===== config.mk =====
export PLATFORM = sky130hd
export DESIGN_NAME = terrain_access_arbiter
export DESIGN_NICKNAME = d
export VERILOG_FILES = /design/src/rtl/terrain_arb_pkg.sv /design/src/rtl/rr_pick.sv /design/src/rtl/terrain_access_arbiter.sv
export SDC_FILE = /design/constraint.sdc
export NUM_CORES = 1
export LEC_CHECK = 0
export BUFFER_PORTS_ARGS = -buffer_cell sky130_fd_sc_hd__buf_4
export CAP_MARGIN = 20
export CORE_MARGIN = 8
export CORE_UTILIZATION = 38
export CTS_CLUSTER_DIAMETER = 80
export CTS_CLUSTER_SIZE = 8
export DETAILED_ROUTE_END_ITERATION = 16
export PLACE_DENSITY = 0.69
export SLEW_MARGIN = 25
export SYNTH_ARGS = -nofsm -noshare
export SYNTH_HDL_FRONTEND = slang
export SYNTH_SLANG_ARGS = --single-unit

===== constraint.sdc =====
create_clock -name clk_i -period 1.6 [get_ports clk_i]
set_input_delay 0.24 -clock clk_i [delete_from_list [all_inputs] [get_ports clk_i]]
set_output_delay 0.24 -clock clk_i [all_outputs]
set_load 0.005 [all_outputs]

===== src/rtl/terrain_arb_pkg.sv =====
// Shared types and default codes for the terrain-map access arbiter.
package terrain_arb_pkg;

  typedef enum logic [1:0] {
    OP_READ  = 2'b00,
    OP_WRITE = 2'b01,
    OP_DIG   = 2'b10
  } op_e;

  typedef enum logic [2:0] {
    StIdle,
    StIssue,
    StWait,
    StWb,
    StDone
  } state_e;

  localparam int unsigned DefaultEmptyCode = 0;
  localparam int unsigned DefaultWallCode  = 15;

  // Encoding 2'b11 is reserved and behaves as a plain read.
  function automatic op_e decode_op(input logic [1:0] raw);
    case (raw)
      2'b01:   return OP_WRITE;
      2'b10:   return OP_DIG;
      default: return OP_READ;
    endcase
  endfunction

endpackage


===== src/rtl/rr_pick.sv =====
// Combinational round-robin picker: first set request at or after ptr_i, wrapping.
module rr_pick #(
  parameter int unsigned N     = 4,
  parameter int unsigned IDX_W = 2
) (
  input  logic [N-1:0]     req_i,
  input  logic [IDX_W-1:0] ptr_i,
  output logic [IDX_W-1:0] idx_o,
  output logic             valid_o
);

  logic [IDX_W-1:0] cand;

  always_comb begin
    idx_o   = '0;
    valid_o = 1'b0;
    cand    = '0;
    for (int unsigned i = 0; i < N; i++) begin
      cand = IDX_W'((32'(ptr_i) + i) % N);
      if (!valid_o && req_i[cand]) begin
        idx_o   = cand;
        valid_o = 1'b1;
      end
    end
  end

endmodule


===== src/rtl/terrain_access_arbiter.sv =====
// Round-robin arbiter sequencing READ/WRITE/DIG on the single terrain-map RAM port.
// Build option TERRAIN_ARB_FIXED_PRIO_EN gives requester 0 absolute priority.
module terrain_access_arbiter
  import terrain_arb_pkg::*;
#(
  parameter int unsigned N_REQ  = 4,
  parameter int unsigned ROW_W  = 4,
  parameter int unsigned COL_W  = 4,
  parameter int unsigned ROWS   = 10,
  parameter int unsigned COLS   = 15,
  parameter int unsigned CODE_W = 4,
  parameter logic [CODE_W-1:0] EMPTY_CODE = CODE_W'(DefaultEmptyCode),
  parameter logic [CODE_W-1:0] WALL_CODE  = CODE_W'(DefaultWallCode)
) (
  input  logic                    clk_i,
  input  logic                    reset_i,
  input  logic                    hold_i,
  input  logic [N_REQ-1:0]        req_i,
  input  logic [N_REQ*2-1:0]      req_op_i,
  input  logic [N_REQ*ROW_W-1:0]  req_row_i,
  input  logic [N_REQ*COL_W-1:0]  req_col_i,
  input  logic [N_REQ*CODE_W-1:0] req_wdata_i,
  output logic [N_REQ-1:0]        ack_o,
  output logic [CODE_W-1:0]       rdata_o,
  output logic                    busy_o,
  output logic [ROW_W+COL_W-1:0]  mem_addr_o,
  output logic                    mem_we_o,
  output logic [CODE_W-1:0]       mem_wdata_o,
  input  logic [CODE_W-1:0]       mem_rdata_i
);

  localparam int unsigned IDX_W = (N_REQ > 1) ? $clog2(N_REQ) : 1;

  state_e             state_q, state_d;
  logic [IDX_W-1:0]   rr_ptr_q, rr_ptr_d;
  logic [IDX_W-1:0]   win_q, win_d;
  op_e                op_q, op_d;
  logic [ROW_W-1:0]   row_q, row_d;
  logic [COL_W-1:0]   col_q, col_d;
  logic [CODE_W-1:0]  wdata_q, wdata_d;
  logic [CODE_W-1:0]  rdata_q, rdata_d;

  logic [IDX_W-1:0]   pick_idx;
  logic               pick_valid;
  logic               rr_advance;
  logic               oor;

`ifdef TERRAIN_ARB_FIXED_PRIO_EN
  logic [IDX_W-1:0] sub_ptr;
  logic [IDX_W-1:0] sub_idx;
  logic             sub_valid;

  // rr_ptr is kept in full requester numbering; shift it into the 1..N_REQ-1 sub-space.
  assign sub_ptr = (rr_ptr_q == '0) ? '0 : rr_ptr_q - 1'b1;

  rr_pick #(
    .N     (N_REQ - 1),
    .IDX_W (IDX_W)
  ) u_rr_pick (
    .req_i   (req_i[N_REQ-1:1]),
    .ptr_i   (sub_ptr),
    .idx_o   (sub_idx),
    .valid_o (sub_valid)
  );

  always_comb begin
    pick_idx   = req_i[0] ? '0 : sub_idx + 1'b1;
    pick_valid = req_i[0] | sub_valid;
  end

  assign rr_advance = (win_q != '0);
`else
  rr_pick #(
    .N     (N_REQ),
    .IDX_W (IDX_W)
  ) u_rr_pick (
    .req_i   (req_i),
    .ptr_i   (rr_ptr_q),
    .idx_o   (pick_idx),
    .valid_o (pick_valid)
  );

  assign rr_advance = 1'b1;
`endif

  assign oor        = (32'(row_q) >= ROWS) || (32'(col_q) >= COLS);
  assign mem_addr_o = {row_q, col_q};
  assign rdata_o    = rdata_q;
  assign busy_o     = (state_q != StIdle);

  always_comb begin
    state_d     = state_q;
    rr_ptr_d    = rr_ptr_q;
    win_d       = win_q;
    op_d        = op_q;
    row_d       = row_q;
    col_d       = col_q;
    wdata_d     = wdata_q;
    rdata_d     = rdata_q;
    mem_we_o    = 1'b0;
    mem_wdata_o = '0;
    ack_o       = '0;

    case (state_q)
      StIdle: begin
        if (!hold_i && pick_valid) begin
          win_d   = pick_idx;
          state_d = StIssue;
          for (int unsigned i = 0; i < N_REQ; i++) begin
            if (pick_idx == IDX_W'(i)) begin
              op_d    = decode_op(req_op_i[i*2 +: 2]);
              row_d   = req_row_i[i*ROW_W +: ROW_W];
              col_d   = req_col_i[i*COL_W +: COL_W];
              wdata_d = req_wdata_i[i*CODE_W +: CODE_W];
            end
          end
        end
      end
      StIssue: begin
        if (oor) begin
          // Off-board cells read as wall and never touch the RAM.
          rdata_d = WALL_CODE;
          state_d = StDone;
        end else if (op_q == OP_WRITE) begin
          mem_we_o    = 1'b1;
          mem_wdata_o = wdata_q;
          rdata_d     = wdata_q;
          state_d     = StDone;
        end else begin
          state_d = StWait;
        end
      end
      StWait: begin
        rdata_d = mem_rdata_i;
        state_d = (op_q == OP_DIG) ? StWb : StDone;
      end
      StWb: begin
        mem_we_o    = 1'b1;
        mem_wdata_o = EMPTY_CODE;
        state_d     = StDone;
      end
      StDone: begin
        for (int unsigned i = 0; i < N_REQ; i++) begin
          ack_o[i] = (win_q == IDX_W'(i));
        end
        if (rr_advance) begin
          rr_ptr_d = (32'(win_q) == N_REQ - 1) ? '0 : win_q + 1'b1;
        end
        state_d = StIdle;
      end
      default: state_d = StIdle;
    endcase
  end

  always_ff @(posedge clk_i or posedge reset_i) begin
    if (reset_i) begin
      state_q  <= StIdle;
      rr_ptr_q <= '0;
      win_q    <= '0;
      op_q     <= OP_READ;
      row_q    <= '0;
      col_q    <= '0;
      wdata_q  <= '0;
      rdata_q  <= '0;
    end else begin
      state_q  <= state_d;
      rr_ptr_q <= rr_ptr_d;
      win_q    <= win_d;
      op_q     <= op_d;
      row_q    <= row_d;
      col_q    <= col_d;
      wdata_q  <= wdata_d;
      rdata_q  <= rdata_d;
    end
  end

endmodule


## Word level (Yosys, flattened, before mapping)

Cells that the tools add are included.

| word-level totals | value |
|---|---|
| register bits after elaboration | 25 |
| input bits | 67 |

| operators by class | value |
|---|---|
| $add $sub $neg | 4 |
| magnitude comparators | 6 |
| eq/ne operators | 22 |
| mux-type cells | 52 |
| reductions and logical operators | 18 |

Operators with widths:

| operator | number |
|---|---|
| $mux 4 | 18 |
| $eq 2x2->1 const B | 9 |
| $mux 2 | 9 |
| $pmux 2 s2 | 4 |
| $eq 2x1->1 const B | 7 |
| $lt 2x3->1 const B | 4 |
| $mux 3 | 4 |
| $pmux 3 s4 | 1 |
| $mux 1 | 10 |
| $bmux 1 s2 | 4 |
| $ge 4x4->1 const B | 2 |
| $pmux 4 s2 | 1 |
| $eq 3x2->1 const B | 2 |
| $add 2x1->2 const B | 2 |
| $add 2x2->2 const B | 2 |
| $logic_and 1x1->1 | 4 |
| $logic_not 1->1 | 4 |
| $logic_not 2->1 | 2 |
| $reduce_and 2->1 | 2 |
| $reduce_bool 4->1 | 1 |
| $eq 3x1->1 const B | 1 |
| $eq 3x3->1 const B | 1 |
| $logic_not 3->1 | 1 |
| $ne 3x3->1 const B | 1 |
| other kinds (6) | 6 |

## Logic depth before layout (Yosys ltp)

Gate-level depths: netlist of the first run.

| depth | value |
|---|---|
| depth in word-level cells | 17 |
| mapped depth | 7 |
| depth with buffers taken out | 5 |

## Cells and area by module

Synthesis of the first run repeated with hierarchy kept, for this count alone.

| second synthesis, totals | value |
|---|---|
| cells, all modules | 156 |
| area total of the unflattened synthesis | 1755.4 µm² |

Modules (own cells, without submodules):

| module | instances | cells an instance | area each (µm²) | sequential area each (µm²) |
|---|---|---|---|---|
| terrain_access_arbiter | 1 | 141 | 1677.9 | 625.6 |
| rr_pick | 1 | 15 | 77.6 | 0.0 |

## Worst setup path before layout of the first run

Ideal clock, no wire load.

| path | value |
|---|---|
| path kind | register to register |
| from | register state_q[0] |
| to | register col_q[0] |
| setup time | 80 ps |
| data arrival time | 1721 ps |
| required time | 1520 ps |
| path slack | -201 ps |
| cell stages (with the launch flop) | 8 |
| path buffers | 3 |
| period minus slack after synthesis | 1801 ps |
| path through | dfrtp_1 > buf_6 > or3_4 > or3_1 > buf_6 > buf_8 > a211o_1 > o211ai_2 |

| between the ends | value |
|---|---|
| cells in the longest elaborated chain, start to end | 2 |

Ends and longest elaborated chain:

| what | RTL line | text |
|---|---|---|
| start: declaration | terrain_access_arbiter.sv:34 | `state_e state_q, state_d;` |
| start signal: assignment | terrain_access_arbiter.sv:157 | `state_q <= StIdle;` |
| start signal: assignment | terrain_access_arbiter.sv:166 | `state_q <= state_d;` |
| $logic_not 3->1 | terrain_access_arbiter.sv:104 | `case (state_q)` |
| $reduce_and 3->1 (no line) | - |  |
| end signal: assignment | terrain_access_arbiter.sv:171 | `col_q <= col_d;` |
| end: declaration | terrain_access_arbiter.sv:39 | `logic [COL_W-1:0] col_q, col_d;` |

Every way passes these cells.
A chain may end at the register's enable or synchronous reset.

## Worst setup path in the final report of the first run

| path | value |
|---|---|
| from | register state_q[1] |
| to | output port mem_wdata_o[1] |

| between the ends | value |
|---|---|
| cells in the longest elaborated chain, start to end | 2 |

Ends and longest elaborated chain:

| what | RTL line | text |
|---|---|---|
| $eq 3x1->1 | terrain_access_arbiter.sv:104 |  |
| $mux 4 | terrain_access_arbiter.sv:104 |  |
| end: declaration | terrain_access_arbiter.sv:28 | `output logic [CODE_W-1:0] mem_wdata_o,` |

Every way passes these cells.

==> results of run 1 <==
==> registers in the layout (all words and copies together), names as in the netlist <==
register / cells
row_q: 4
rr_ptr_q: 2
state_q: 3
rdata_o: 4
wdata_q: 4
col_q: 4
win_q: 2
op_q: 2
==> where the power goes <==
group | internal, uW | switching (uW)
sequential | 931 | 289
combinational | 1970 | 1470
clock | 179 | 218
==> cell usage in the layout (no fill, tap or decap), types with 4 or more instances in the layout <==
cell	Yosys	routed
o31ai_1	12	10
mux2i_1	12	5
o211ai_1	7	7
o211ai_2	6	6
nand2_2	1	4
nand2_1	17	11
mux2i_2	0	4
a211o_4	0	6
nor2_1	9	6
buf_12	0	6
and2_4	0	4
buf_4	1	112
nand2b_1	7	5
ha_1	4	4
buf_6	2	9
nand4_1	16	16
dfrtp_1	25	24
o221a_4	0	4
a211o_1	7	7
and2_1	9	5
inv_1	5	5
nor3b_1	5	4
==> layout make-up <==
| class | count | area (sq um) | share of cell area |
|---|---|---|---|
| Clock buffer | 4 | 45.0 | 0.0135 |
| Inverter | 5 | 18.8 | 0.00561 |
| Multi-Input combinational cell | 159 | 1430 | 0.426 |
| Sequential cell | 25 | 627 | 0.187 |
| Tap cell | 70 | 87.6 | 0.0262 |
| Timing Repair Buffer | 131 | 1140 | 0.342 |
==> Yosys cell counts (3+ instances only) <==
cell type | number | area, sq um
a211o_2 | 6 | 60.1
o21ai_0 | 3 | 15.0
o221a_2 | 4 | 45.0
nor3b_1 | 5 | 37.5
ha_1 | 4 | 50.1
nor2_1 | 9 | 33.8
o211ai_2 | 6 | 75.1
o211ai_1 | 7 | 52.6
nand2b_1 | 7 | 43.8
nor2b_1 | 4 | 25.0
inv_1 | 5 | 18.8
mux2i_1 | 12 | 120
o31ai_1 | 12 | 90.1
clkbuf_8 | 7 | 96.3
and2_1 | 9 | 56.3
dfrtp_1 | 25 | 626
nand4_1 | 16 | 100
nand2_1 | 17 | 63.8
a211o_1 | 7 | 61.3
==> metal layers <==
metal,part of all wire,vias up
li1,-,1026
met1,0.43,997
met2,0.49,87
met3,0.061,13
met4,0.014,0
met5,0,-
==> critical path: stages, from the launching register on <==
cell and delay [ns]:
dfrtp_1 0.39, buf_4 0.16, nor2_2 0.16, o211ai_1 0.13, nor2_2 0.19, and2_1 0.16
buf_4 0.11
==> path summary, 6_finish.rpt <==
kind,start,to,slack [ns],cells after the start
worst min-delay path,reset_i,state_q[2],0.02,3
worst max register to register,state_q[2],row_q[0],-0.20,5
worst min register to register,wdata_q[2],wdata_q[2],0.55,2
worst max-delay path,state_q[1],mem_wdata_o[1],-0.21,6
min in group clk_i,req_col_i[0],col_q[0],0.26,3
max in group asynchronous,reset_i,rr_ptr_q[0],1.31,3
==> kinds of logic (layout without fill, tap and decap cells) <==
logic type / count (synthesis) / after routing / share of synthesized area
buffers and inverters: 19 / 140 / 0.0924
AND/OR/NAND/NOR: 78 / 78 / 0.228
multiplexers: 14 / 14 / 0.0717
flip-flops: 25 / 25 / 0.314
adder cells (fa/ha/maj): 4 / 4 / 0.0251
AO/OA/AOI/OAI: 63 / 63 / 0.269
==> per-stage QoR <==
step | cells | setup WS [ns] | utilization | power (uW) | area, sq um
6_report | 394 | -0.215 | 0.660 | 5050 | 3350
5_1_grt | 394 | -0.320 | 0.660 | 5350 | 3350
3_5_place_dp | 378 | -0.153 | 0.560 | 3780 | 2840
3_3_place_gp | 378 | -0.0978 | 0.560 | 3720 | 2840
4_1_cts | 389 | -0.192 | 0.607 | 4500 | 3080
2_1_floorplan | 203 | -0.201 | - | 2690 | 1990
==> repair_timing <==
action / 4_1_cts / 5_1_grt
setup endpoints to repair: 24 / 31
gates resized for setup: 25 / 42
pin swaps: 18 / 9
buffers inserted: 6 / 5
cloned: 1 / 1
==> metrics.csv, run 1 <==
stage;metric;value;unit
routing;vias_per_cell;5.39;
floorplan;start_util;0.392;
routing;drt_pass1_iterations;4;
synth;postSynthAreaPerCell;9.81;sq um
global_route;grt_pass1_wl;10800;microns
timing;timing.final.ws_setup;-0.215;ns
timing;rsz0062_at_grt;true;
global_route;grtUsageMet1;0.221;
clock_tree;root_buffer;clkbuf_8;
synth;synth-seq-cells;25;
timing;holdWs;0.0208;ns
clock_tree;postCtsHoldBufs;0;
layout;layout.nets;396;
worst_setup_path;crit_fanout;6;
floorplan;num_io_pins;89;
timing;slew_headroom;0.743;
timing;tns;-3.28;ns
worst_setup_path;required;1.36;ns
floorplan;core;5070;sq um
timing;hold_viol;0;
timing;period_share;1.13;
place;portBuffers;88;
global_route;grt_overflow;0;
global_route;top_usage_layer;met2;
place;finalWeightedCongestion;0.843;
worst_setup_path;critPathKind;reg -> out;
synth;postSynthCellCount;203;
timing;min_period;1.81;ns
synth;seq_area_frac_synth;0.314;
power_and_ir_drop;ir_drop;0.000831;V
synth;synthDistinctLibCells;49;
timing;setup_violations;25;
layout;n_fill_cell;441;
routing;finalWirelength;7070;microns
global_route;met2_usage;0.280;
layout;areaGrowthSynthToFinish;68.2;%
global_route;grt_pass1_vias;2211;
routing;wire_per_inst;18.0;microns
worst_setup_path;cp-start-kind;flop;
routing;drc;0;
outcome;outcome;complete, but fails checks;
synth;ys_warn_count;0;
worst_setup_path;crit_arrival;1.57;ns
routing;via_count;2123;
power_and_ir_drop;power_density;1510;nW/um^2
floorplan;die_w;88.4;microns
timing;tightest_slew;0.384;ns
timing;fmax;551;MHz
timing;fin_skew;0.00180;ns
synth;synth_ff_type;dfrtp_1;
clock_tree;cts_inserted_buffers;3;
clock_tree;htree_levels;1;
synth;syn-cell-area;1990;sq um
job;drv_cap;0;
outcome;violations;setup timing;
routing;drt-initial-drc-count;125;
clock_tree;cts_buffer_depth;2;
clock_tree;cts.sinks;25;
layout;n_antenna_cell;0;
clock_tree;clk_pin_slew_worst_paths;0.09;ns
place;dp_hpwl;5400;microns
floorplan;die_h;88.4;microns
synth;async_flop_share;1.00;
timing;slew_viol_final;0;
floorplan;die_area;7810;sq um
layout;drive_gt1_frac;0.583;
synth;syn-num-nets;274;
global_route;grt_antenna_before_repair;0;
global_route;grt.total_usage;0.174;
synth;synth_edf_count;0;
global_route;gr-usage-met3;0.0418;
routing;ant_nets;0;
min_path;hold_path.class;in -> async;
power_and_ir_drop;p_leak;0.00155;uW
clock_tree;clock_latency;0.27;ns
floorplan;row_count;26;
global_route;grt_start_max_net_pins;26;
clock_tree;tritoncts;built;
worst_setup_path;worst_setup_path_end_kind;output pin;
Note: power is estimated with default switching activity, not from simulation.
==> run 2: changes to the inputs <==
--- a/config.mk
+++ b/config.mk
@@ -8,11 +8,10 @@
 export BUFFER_PORTS_ARGS = -buffer_cell sky130_fd_sc_hd__buf_4
 export CAP_MARGIN = 20
 export CORE_MARGIN = 8
-export CORE_UTILIZATION = 38
+export CORE_UTILIZATION = 30
 export CTS_CLUSTER_DIAMETER = 80
 export CTS_CLUSTER_SIZE = 8
 export DETAILED_ROUTE_END_ITERATION = 16
-export PLACE_DENSITY = 0.69
 export SLEW_MARGIN = 25
 export SYNTH_ARGS = -nofsm -noshare
 export SYNTH_HDL_FRONTEND = slang
==> constraint.sdc (replaced) <==
create_clock -name clk_i -period 2.3 [get_ports clk_i]
set_input_delay 0.345 -clock clk_i [delete_from_list [all_inputs] [get_ports clk_i]]
set_output_delay 0.345 -clock clk_i [all_outputs]
set_load 0.005 [all_outputs]
==> metrics.csv, run 2 (synthesis gave the netlist of run 1 again) <==
stage;metric;value;unit
outcome;outcome;finished clean;
worst_setup_path;slowest_delay;0.40;ns
power_and_ir_drop;power.total;2650;uW
power_and_ir_drop;p_leak;0.00129;uW
worst_setup_path;r2r-start;state_q[1];
layout;multi_input_area;1180;sq um
layout;register_area;626;sq um
floorplan;die_area;9500;sq um
floorplan;start_util;0.312;
timing;fin_skew;0.00629;ns
global_route;grt_overflow;0;
floorplan;die_h;97.5;microns
place;placed_area;2680;sq um
routing;via_count;1912;
timing;tns;0;ns
worst_setup_path;path_cells;o21ai_0 -> nand2_1 -> o211ai_1 -> nor2_1 -> and2_1 -> buf_4;
timing;rsz0062_at_grt;false;
routing;vias_per_cell;5.15;
place;portBuffers;88;
timing;fmax;473;MHz
worst_setup_path;regToRegSetupSlack;0.39;ns
routing;wire_per_inst;17.1;microns
worst_setup_path;cp_top_family;compound AO/OA/AOI/OAI gates;
min_path;hold_path.class;in -> async;
power_and_ir_drop;ir_drop;0.000363;V
layout;areaGrowthSynthToFinish;36.9;%
routing;finalWirelength;6360;microns
worst_setup_path;rr_worst_depth;5;
place;dp_hpwl;5300;microns
global_route;grt_pass1_vias;2015;
timing;slew_headroom;0.661;
timing;setup_violations;0;
worst_setup_path;critPathBufInv;1;
worst_setup_path;worst_setup_path_end_kind;output pin;
global_route;grt_start_max_net_pins;27;
layout;n_antenna_cell;0;
routing;ant_nets;0;
worst_setup_path;r2r_end;col_q[1];
layout;mostFrequentLayoutCell;buf_4;
worst_setup_path;cp.depth;6;
timing;min_period;2.11;ns
clock_tree;cts.sinks;25;
worst_setup_path;slowest_stage;dfrtp_1;
timing;slew_viol_final;0;
power_and_ir_drop;power_density;971;nW/um^2
timing;timing.final.ws_setup;0.185;ns
clock_tree;clk_pin_slew_worst_paths;0.09;ns
global_route;grt_pass1_wl;10100;microns
job;drv_cap;0;
timing;hold_viol;0;
place;dpl_worst_slack;0.413;ns
timing;tightest_slew;0.505;ns
layout;layout.nets;366;
clock_tree;clock_latency;0.27;ns
layout;n_fill_cell;674;
clock_tree;htree_levels;1;
worst_setup_path;required;1.96;ns
global_route;grt_antenna_before_repair;0;
clock_tree;cts_setup_buffers;0;
floorplan;core;6390;sq um
routing;drc;0;
floorplan;row_count;29;
global_route;grt.total_usage;0.127;
worst_setup_path;critPathKind;reg -> out;
timing;holdWs;0.122;ns
layout;final_cell_mix;buf_4 (101), dfrtp_1 (25), nand2_1 (17), nand4_1 (16);
layout;drive_gt1_frac;0.439;
clock_tree;root_buffer;clkbuf_8;
routing;drt-initial-drc-count;86;
clock_tree;cts_inserted_buffers;3;
floorplan;num_io_pins;89;
worst_setup_path;critPathLaunch;row_q[1];
clock_tree;postCtsHoldBufs;0;
routing;drt_pass1_iterations;4;
timing;period_share;0.920;
clock_tree;cts_resized;0;
worst_setup_path;crit_arrival;1.77;ns
floorplan;die_w;97.5;microns
clock_tree;cts_buffer_depth;2;
worst_setup_path;crit_fanout;4;
worst_setup_path;cp-start-kind;flop;
clock_tree;tritoncts;built;
layout;postLayoutCellArea;2730;sq um
place;finalWeightedCongestion;0.799;
run 2: routing by layer:
metal | global-route usage | part of all wire | routed length (microns) | vias to the layer above
met3 | 0.0256 | 0.052 | 328 | 6
met4 | 0.0385 | 0.010 | 65 | 0
met2 | 0.188 | 0.44 | 2810 | 57
met5 | 0 | 0 | 0 | -
li1 | - | - | - | 963
met1 | 0.179 | 0.50 | 3160 | 886
run 2: report_power, final:
part / internal [uW] / total (uW) / switching [uW]
Clock: 124 / 271 / 147
Sequential: 646 / 842 / 196
Combinational: 778 / 1530 / 754
Total: 1550 / 2650 / 1100
run 2: worst min-delay path, stage by stage:
cell and delay, ns:
buf_4 0.11, inv_1 0.04, buf_4 0.31
run 2: how the worst max path moves through the flow:
stage / end
detailed placement: col_q[1]
finish: mem_wdata_o[1]
global route: mem_wdata_o[2]
global placement: row_q[0]
floorplan: col_q[0]
CTS: mem_wdata_o[1]
run 2: metrics by stage:
stage,cells,utilization
global route,371,0.427
detailed placement,367,0.420
finish,371,0.427
global placement,367,0.420
floorplan,203,-
CTS,371,0.427
run 2: area by class of cell:
type,count,area share
multi-input combinational,159,0.433
inverter,5,0.00689
sequential,25,0.230
timing repair buffer,101,0.278
clock buffer,4,0.0165
tap,77,0.0354
